### config.mk
export PLATFORM = sky130hd
export DESIGN_NAME = halut_result_collector
export DESIGN_NICKNAME = d
export VERILOG_FILES = /design/src/rtl/halut_pkg.sv /design/src/rtl/halut_row_bank.sv /design/src/rtl/halut_result_collector.sv
export SDC_FILE = /design/constraint.sdc
export NUM_CORES = 1
export LEC_CHECK = 0
export ABC_CLOCK_PERIOD_IN_PS = 6900
export BUFFER_PORTS_ARGS = -buffer_cell sky130_fd_sc_hd__buf_2
export CORE_ASPECT_RATIO = 0.9
export CORE_UTILIZATION = 25
export DETAILED_ROUTE_END_ITERATION = 10
export PLACE_DENSITY = 0.39
export SLEW_MARGIN = 20
export SYNTH_ARGS = -nofsm -noshare
export SYNTH_HDL_FRONTEND = slang
export SYNTH_SLANG_ARGS = --single-unit
### constraint.sdc
create_clock -name clk_i -period 6.9 [get_ports clk_i]
set_clock_uncertainty 0.15 [all_clocks]
set_input_delay 0 -clock clk_i [delete_from_list [all_inputs] [get_ports clk_i]]
set_output_delay 0 -clock clk_i [all_outputs]
set_load 0.01 [all_outputs]
### src/rtl/halut_pkg.sv
// halut_pkg: shared constants and types for the HALUT datapath.
//   M, DecoderUnits  - output row geometry (columns per row, columns per decoder group)
//   DecUnitsX        - number of parallel decoder-group lanes
//   ResultWidth      - width of one result word
//   coll_state_e     - read-side state of the result collector
//   Err*             - bit positions inside the collector's sticky error vector
package halut_pkg;

  localparam int unsigned M            = 8;
  localparam int unsigned DecoderUnits = 4;
  localparam int unsigned DecUnitsX    = M / DecoderUnits;
  localparam int unsigned ResultWidth  = 32;

  typedef enum logic {
    IDLE   = 1'b0,
    STREAM = 1'b1
  } coll_state_e;

  localparam int unsigned ErrOverflow  = 0;
  localparam int unsigned ErrDuplicate = 1;
  localparam int unsigned ErrRange     = 2;
  localparam int unsigned ErrWidth     = 3;

endpackage

### src/rtl/halut_row_bank.sv
// halut_row_bank: one row buffer of the result collector.
// Holds M result words plus a per-column fill bitmap.
//   clk_i, rst_ni  - clock, asynchronous active-low reset (bitmap only)
//   clear_i        - synchronous bitmap clear (has priority over writes)
//   wr_en_i        - per-lane write enable, already qualified by the caller
//   wr_addr_i      - per-lane column index
//   wr_data_i      - per-lane result word
//   rd_idx_i       - read column index
//   rd_data_o      - word stored at rd_idx_i (combinational read)
//   full_o         - pulse: this cycle's writes make the bitmap all-ones
//   dup_o          - pulse: a write hit a column that was already filled
module halut_row_bank #(
  parameter int unsigned M           = 8,
  parameter int unsigned Lanes       = 2,
  parameter int unsigned ResultWidth = 32,
  parameter int unsigned AddrWidth   = $clog2(M)
) (
  input  logic                                clk_i,
  input  logic                                rst_ni,
  input  logic                                clear_i,
  input  logic [Lanes-1:0]                    wr_en_i,
  input  logic [Lanes-1:0][AddrWidth-1:0]     wr_addr_i,
  input  logic [Lanes-1:0][ResultWidth-1:0]   wr_data_i,
  input  logic [AddrWidth-1:0]                rd_idx_i,
  output logic [ResultWidth-1:0]              rd_data_o,
  output logic                                full_o,
  output logic                                dup_o
);

  logic [ResultWidth-1:0] mem_q [M];
  logic [M-1:0]           bitmap_q, bitmap_d;
  logic [M-1:0]           set_bits;
  logic [Lanes-1:0]       dup_lane;

  always_comb begin
    set_bits = '0;
    for (int x = 0; x < Lanes; x++) begin
      if (wr_en_i[x]) set_bits[wr_addr_i[x]] = 1'b1;
    end
  end

  genvar gi;
  generate
    for (gi = 0; gi < Lanes; gi++) begin : g_dup
      assign dup_lane[gi] = wr_en_i[gi] & bitmap_q[wr_addr_i[gi]];
    end
  endgenerate

  assign dup_o = |dup_lane;
  // Gated by a write so an already-complete bank does not keep re-signalling.
  assign full_o = (|wr_en_i) & (&(bitmap_q | set_bits));

  assign bitmap_d = clear_i ? '0 : (bitmap_q | set_bits);

  always_ff @(posedge clk_i or negedge rst_ni) begin
    if (!rst_ni) bitmap_q <= '0;
    else         bitmap_q <= bitmap_d;
  end

  // Storage has no reset; lanes own disjoint columns so ports never collide.
  always_ff @(posedge clk_i) begin
    for (int x = 0; x < Lanes; x++) begin
      if (wr_en_i[x]) mem_q[wr_addr_i[x]] <= wr_data_i[x];
    end
  end

  assign rd_data_o = mem_q[rd_idx_i];

endmodule

### src/rtl/halut_result_collector.sv
// halut_result_collector: assembles per-decoder-group result streams into
// complete rows of M words using two row banks (one fills, one drains) and
// streams each finished row in column order.
//   clk_i, rst_ni     - clock, asynchronous active-low reset
//   clear_i           - synchronous clear, same effect as reset
//   result_i/valid_i/m_addr_i - per-lane result word, valid and column index
//   out_data_o/out_m_addr_o/out_last_o/out_valid_o, out_ready_i - row stream
//   row_idx_o         - index of the row currently being drained
//   err_o             - sticky errors: overflow, duplicate, lane address range
module halut_result_collector #(
  parameter int unsigned M            = halut_pkg::M,
  parameter int unsigned DecoderUnits = halut_pkg::DecoderUnits,
  parameter int unsigned DecUnitsX    = M / DecoderUnits,
  parameter int unsigned ResultWidth  = halut_pkg::ResultWidth,
  parameter int unsigned MAddrWidth   = $clog2(M),
  parameter int unsigned RowCntWidth  = 16
) (
  input  logic                                  clk_i,
  input  logic                                  rst_ni,
  input  logic                                  clear_i,
  input  logic [DecUnitsX-1:0][ResultWidth-1:0] result_i,
  input  logic [DecUnitsX-1:0]                  valid_i,
  input  logic [DecUnitsX-1:0][MAddrWidth-1:0]  m_addr_i,
  output logic [ResultWidth-1:0]                out_data_o,
  output logic [MAddrWidth-1:0]                 out_m_addr_o,
  output logic                                  out_last_o,
  output logic                                  out_valid_o,
  input  logic                                  out_ready_i,
  output logic [RowCntWidth-1:0]                row_idx_o,
  output logic [2:0]                            err_o
);

  import halut_pkg::*;

  localparam logic [MAddrWidth-1:0] IdxLast = MAddrWidth'(M - 1);

  coll_state_e            state_q, state_d;
  logic [MAddrWidth-1:0]  idx_q, idx_d;
  logic                   rb_q, rb_d;
  logic                   wb_q, wb_d;
  logic [1:0]             bank_full_q, bank_full_d;
  logic [RowCntWidth-1:0] row_q, row_d;
  logic [ErrWidth-1:0]    err_q, err_d;
  logic                   release_bank;

  logic [DecUnitsX-1:0]                  lane_in_range;
  logic [DecUnitsX-1:0]                  lane_wr;
  logic [1:0][DecUnitsX-1:0]             bank_wr_en;
  logic [1:0]                            bank_clear;
  logic [1:0]                            bank_full_pulse;
  logic [1:0]                            bank_dup;
  logic [1:0][ResultWidth-1:0]           bank_rd_data;
  logic                                  complete;

  genvar gi;
  generate
    for (gi = 0; gi < DecUnitsX; gi++) begin : g_lane
      // Lane x owns columns [x*DecoderUnits, (x+1)*DecoderUnits-1].
      assign lane_in_range[gi] = (32'(m_addr_i[gi]) / DecoderUnits) == 32'(gi);
      assign lane_wr[gi]       = valid_i[gi] & lane_in_range[gi] & ~bank_full_q[wb_q];
    end

    for (gi = 0; gi < 2; gi++) begin : g_bank
      assign bank_wr_en[gi] = (wb_q == 1'(gi)) ? lane_wr : '0;
      // The bank that becomes the write bank starts with an empty bitmap.
      assign bank_clear[gi] = clear_i | (complete & (wb_q != 1'(gi)));

      halut_row_bank #(
        .M           (M),
        .Lanes       (DecUnitsX),
        .ResultWidth (ResultWidth),
        .AddrWidth   (MAddrWidth)
      ) u_bank (
        .clk_i     (clk_i),
        .rst_ni    (rst_ni),
        .clear_i   (bank_clear[gi]),
        .wr_en_i   (bank_wr_en[gi]),
        .wr_addr_i (m_addr_i),
        .wr_data_i (result_i),
        .rd_idx_i  (idx_q),
        .rd_data_o (bank_rd_data[gi]),
        .full_o    (bank_full_pulse[gi]),
        .dup_o     (bank_dup[gi])
      );
    end
  endgenerate

  assign complete = bank_full_pulse[wb_q];

  // Write side: bank ownership and sticky errors.
  always_comb begin
    bank_full_d = bank_full_q;
    wb_d        = wb_q;
    err_d       = err_q;
    if (complete) begin
      bank_full_d[wb_q] = 1'b1;
      wb_d              = ~wb_q;
    end
    // Completion and release never target the same bank: a full write bank takes no writes.
    if (release_bank) bank_full_d[rb_q] = 1'b0;
    if (|(valid_i & ~lane_in_range))  err_d[ErrRange]     = 1'b1;
    if (|bank_dup)                    err_d[ErrDuplicate] = 1'b1;
    if (bank_full_q[wb_q] && |valid_i) err_d[ErrOverflow] = 1'b1;
    if (clear_i) begin
      bank_full_d = '0;
      wb_d        = 1'b0;
      err_d       = '0;
    end
  end

  // Read FSM: next state.
  always_comb begin
    state_d      = state_q;
    idx_d        = idx_q;
    rb_d         = rb_q;
    row_d        = row_q;
    release_bank = 1'b0;
    case (state_q)
      IDLE: begin
        if (bank_full_q[rb_q]) begin
          state_d = STREAM;
          idx_d   = '0;
        end
      end
      STREAM: begin
        if (out_ready_i) begin
          if (idx_q == IdxLast) begin
            release_bank = 1'b1;
            rb_d         = ~rb_q;
            row_d        = row_q + RowCntWidth'(1);
            idx_d        = '0;
            // Continue straight into the other bank when it is already waiting.
            state_d      = bank_full_q[~rb_q] ? STREAM : IDLE;
          end else begin
            idx_d = idx_q + MAddrWidth'(1);
          end
        end
      end
      default: state_d = IDLE;
    endcase
    if (clear_i) begin
      state_d      = IDLE;
      idx_d        = '0;
      rb_d         = 1'b0;
      row_d        = '0;
      release_bank = 1'b0;
    end
  end

  // State registers.
  always_ff @(posedge clk_i or negedge rst_ni) begin
    if (!rst_ni) begin
      state_q     <= IDLE;
      idx_q       <= '0;
      rb_q        <= 1'b0;
      wb_q        <= 1'b0;
      bank_full_q <= '0;
      row_q       <= '0;
      err_q       <= '0;
    end else begin
      state_q     <= state_d;
      idx_q       <= idx_d;
      rb_q        <= rb_d;
      wb_q        <= wb_d;
      bank_full_q <= bank_full_d;
      row_q       <= row_d;
      err_q       <= err_d;
    end
  end

  // Outputs: zero outside STREAM so buffer garbage never leaks out.
  always_comb begin
    out_valid_o  = 1'b0;
    out_data_o   = '0;
    out_m_addr_o = '0;
    out_last_o   = 1'b0;
    if (state_q == STREAM) begin
      out_valid_o  = 1'b1;
      out_data_o   = bank_rd_data[rb_q];
      out_m_addr_o = idx_q;
      out_last_o   = (idx_q == IdxLast);
    end
  end

  assign row_idx_o = row_q;
  assign err_o     = err_q;

endmodule

==> impl_metrics.yaml <==
yosys:
  synthesis.area_um2: 25840
  ys.flop_type: "edfxtp_1"
  synth_cell_types: 51
  synth_area_per_cell_um2: 15.69
  syn_nets: 1726
  synth_async_sr_flop_share_pct: 7.748
  synthCells: 1647
  synthTopCellsByArea: "edfxtp_1, mux4_2, mux2_2"
  ys_ff_latch: 555
  synth_top_area_share_pct: 59.49
  ys_seq_area_share_pct: 63.65
  yosys.area.top_type: "edfxtp_1"
  yosysWarningCount: 0
  synth-edff-count: 512
final_layout:
  fin_nets: 1685
  final_cell_mix: "edfxtp_1, mux2_2, mux4_2"
  layout.area.seq_um2: 16460
  final_cell_area_um2: 30220
  area_growth_pct: 16.93
  final_common_cell: "edfxtp_1"
  multi_input_area_um2: 8069
  fin_cells: 3015
  drive_above_1_share_pct: 39.83
  num-fill-cells: 10131
power:
  p_per_area_nw_per_um2: 245.3
  power.leakage_nw: 9.773
  vdd_ir_drop_max_uv: 143.5
worst_setup_path:
  crit_path_start_kind: "register"
  r2r_cells: 8
  cp_slowest_cell: "clkinv_2"
  reg2reg_from: "wb_q"
  critPathKind: "register to register"
  cp_num_buf_inv: 4
  critPathCaptureType: "register"
  crit_required_ps: 7090
  r2r_slack_ps: 3060
  critical_path_arrival_ps: 4030
  path_cells: "and4b_1, nand2_2, buf_4, clkinv_2, buf_4, nand2_1, nand2_1, dlygate4sd3_1"
  path_max_fanout: 34
  r2r-end: "g_bank[1].u_bank.mem_q[4][0]"
  cpPeakStageDelay_ps: 730
  cp_top_family: "buffers and inverters"
route:
  dr.pass1.iters: 4
  first_iter_violations: 806
  viasPerCell: 4.419
  post_drt_wl_per_cell_um: 22.72
  wl_mm: 68.49
  postRouteAntennaNets: 0
  vias: 13324
  drc: 0
timing:
  final_hold_viol_count: 0
  min_period_ps: 3843
  hold_slack_ps: 158.9
  rsz0062_at_grt: "no"
  max-slew-margin-rel_pct: 32.33
  tns_ps: 0
  final_max_slew_viol_count: 0
  fin_ws_ps: 3057
  setup_viol: 0
  worstMarginPinSlew_ps: 1015
  final.period_utilization_pct: 55.70
  clock.fmax_ghz: 0.2602
floorplanning:
  coreArea_um2: 102100
  die_y_um: 307.0
  ios: 132
  die_w_um: 340.9
  dieArea_um2: 104700
  initial_core_util_pct: 25.32
  core.rowCount: 111
worst_hold_path:
  hold_path.startpoint: "out_ready_i"
  hp-class: "input pin to register"
  min_to: "idx_q[1]"
  min_delay_path_depth: 4
cts:
  clk_pin_slew_worst_paths_ps: 60
  clock_path_buffers: 3
  cts_tree: "yes"
  postCtsSetupBuffers: 0
  root_buffer: "clkbuf_16"
  htree_levels: 3
  cts_buffers: 66
  clock_sinks: 555
  clock_latency_ps: 610
global_route:
  grt_pass1_vias: 14402
  antenna_found_initial: 3
  grt_pass1_wl_mm: 101.6
  grt_max_degree: 79
  grt_usage_pct: 13.31
  grt_overflow_total: 0
placement:
  hpwlAfterDp_mm: 37.46
  dp_cells: 2792
  port_buffers: 131
  pre_cts_ws_ps: 3352
  dpl-instance-area_um2: 27140
  globalplace.congestion: 0.7275
run_status:
  status: "completed"
run:
  cap_violations: 0
-- how the worst max path moves through the flow --
stage	startpoint	cells past startpoint	end	slack, ps
3_5_place_dp	bank_full_q[0]	4	g_bank[0].u_bank.mem_q[7][19]	3350
5_1_grt	wb_q	8	g_bank[1].u_bank.mem_q[4][27]	2870
6_report	wb_q	8	g_bank[1].u_bank.mem_q[4][0]	3060
4_1_cts	wb_q	8	g_bank[1].u_bank.mem_q[4][0]	2990
3_3_place_gp	wb_q	6	g_bank[1].u_bank.bitmap_q[2]	3440
2_1_floorplan	wb_q	3	g_bank[1].u_bank.mem_q[0][0]	2390
-- final cells by class --
cell class,count,share of cell area [%]
multi-input combinational,715,26.70
inverter,7,0.09108
clock inverter,38,0.9646
tap,1356,5.614
clock buffer,81,5.792
sequential,555,54.48
timing repair buffer,261,6.343
antenna,2,0.01656
-- Yosys cell counts (2+ instances only) --
| cell | number |
|---|---|
| nor2b_1 | 3 |
| xor2_1 | 8 |
| o22ai_1 | 2 |
| a211oi_1 | 4 |
| inv_1 | 7 |
| and3_1 | 5 |
| nand4b_1 | 2 |
| o21bai_1 | 2 |
| o21ai_0 | 6 |
| nand4_1 | 3 |
| dfrtp_1 | 43 |
| o211ai_1 | 2 |
| a21oi_1 | 12 |
| nor4_1 | 3 |
| nand2b_1 | 4 |
| mux2_2 | 225 |
| edfxtp_1 | 512 |
| and2_1 | 36 |
| a41oi_1 | 3 |
| o221ai_1 | 2 |
| xnor2_1 | 7 |
| mux4_2 | 160 |
| nor2_1 | 39 |
| mux2i_1 | 10 |
| buf_1 | 2 |
| clkbuf_1 | 357 |
| nand2_1 | 120 |
| nor3_1 | 14 |
| nand3_1 | 10 |
| buf_2 | 11 |
| nor3_2 | 2 |
| o21a_1 | 10 |
| ha_1 | 3 |
-- through the flow --
step	power [mW]	util (%)
2_1_floorplan	4.012	-
3_3_place_gp	4.080	26.58
3_5_place_dp	4.088	26.58
4_1_cts	7.541	29.60
5_1_grt	7.684	29.60
6_report	7.414	29.61
-- what timing repair did --
action / in CTS / in global routing
resized for setup: 0 / 0
hold endpoints to repair: 592 / 0
hold buffers: 102 / 0
-- worst reg2reg max path, cell delays in order (launching register included) --
cell and delay, ps:
dfrtp_1 460, and4b_1 280, nand2_2 60, buf_4 570
clkinv_2 760, buf_4 560, nand2_1 160, nand2_1 50
dlygate4sd3_1 540
-- registers in the layout (all words and copies together), names as in the netlist --
signal and count:
state_q 1, g_bank.u_bank.mem_q 512, rb_q 1, idx_q 3, row_idx_o 16, bank_full_q 2, g_bank.u_bank.bitmap_q 16, err_o 3
wb_q 1
-- where the power goes --
part           switching, mW  internal [mW]  leakage [nW]
registers             0.0136           3.73          5.21
clock network           1.43           1.93         0.988
logic                  0.166          0.149          3.57
-- cell families (layout without fill, tap and decap cells) --
kind of cell	count (synthesis)	in the layout	share of synthesized area, %
adders and majority gates	3	3	0.1453
DFF	555	555	63.65
and+or+nand+nor	250	250	4.575
muxes	395	395	24.13
buffers and inverters	377	387	5.529
AOI/OAI and AO/OA	52	52	1.457
xor gates and xnor gates	15	15	0.5083
other	0	2	0
-- metal layers --
metal,vias up,GRT usage [%],wire length [um]
li1,5980,-,-
met1,7070,17.93,31510
met2,184,22.23,33690
met3,88,2.096,1926
met4,2,3.525,1351
met5,-,0,13
Note: power is estimated with default switching activity, not from simulation.
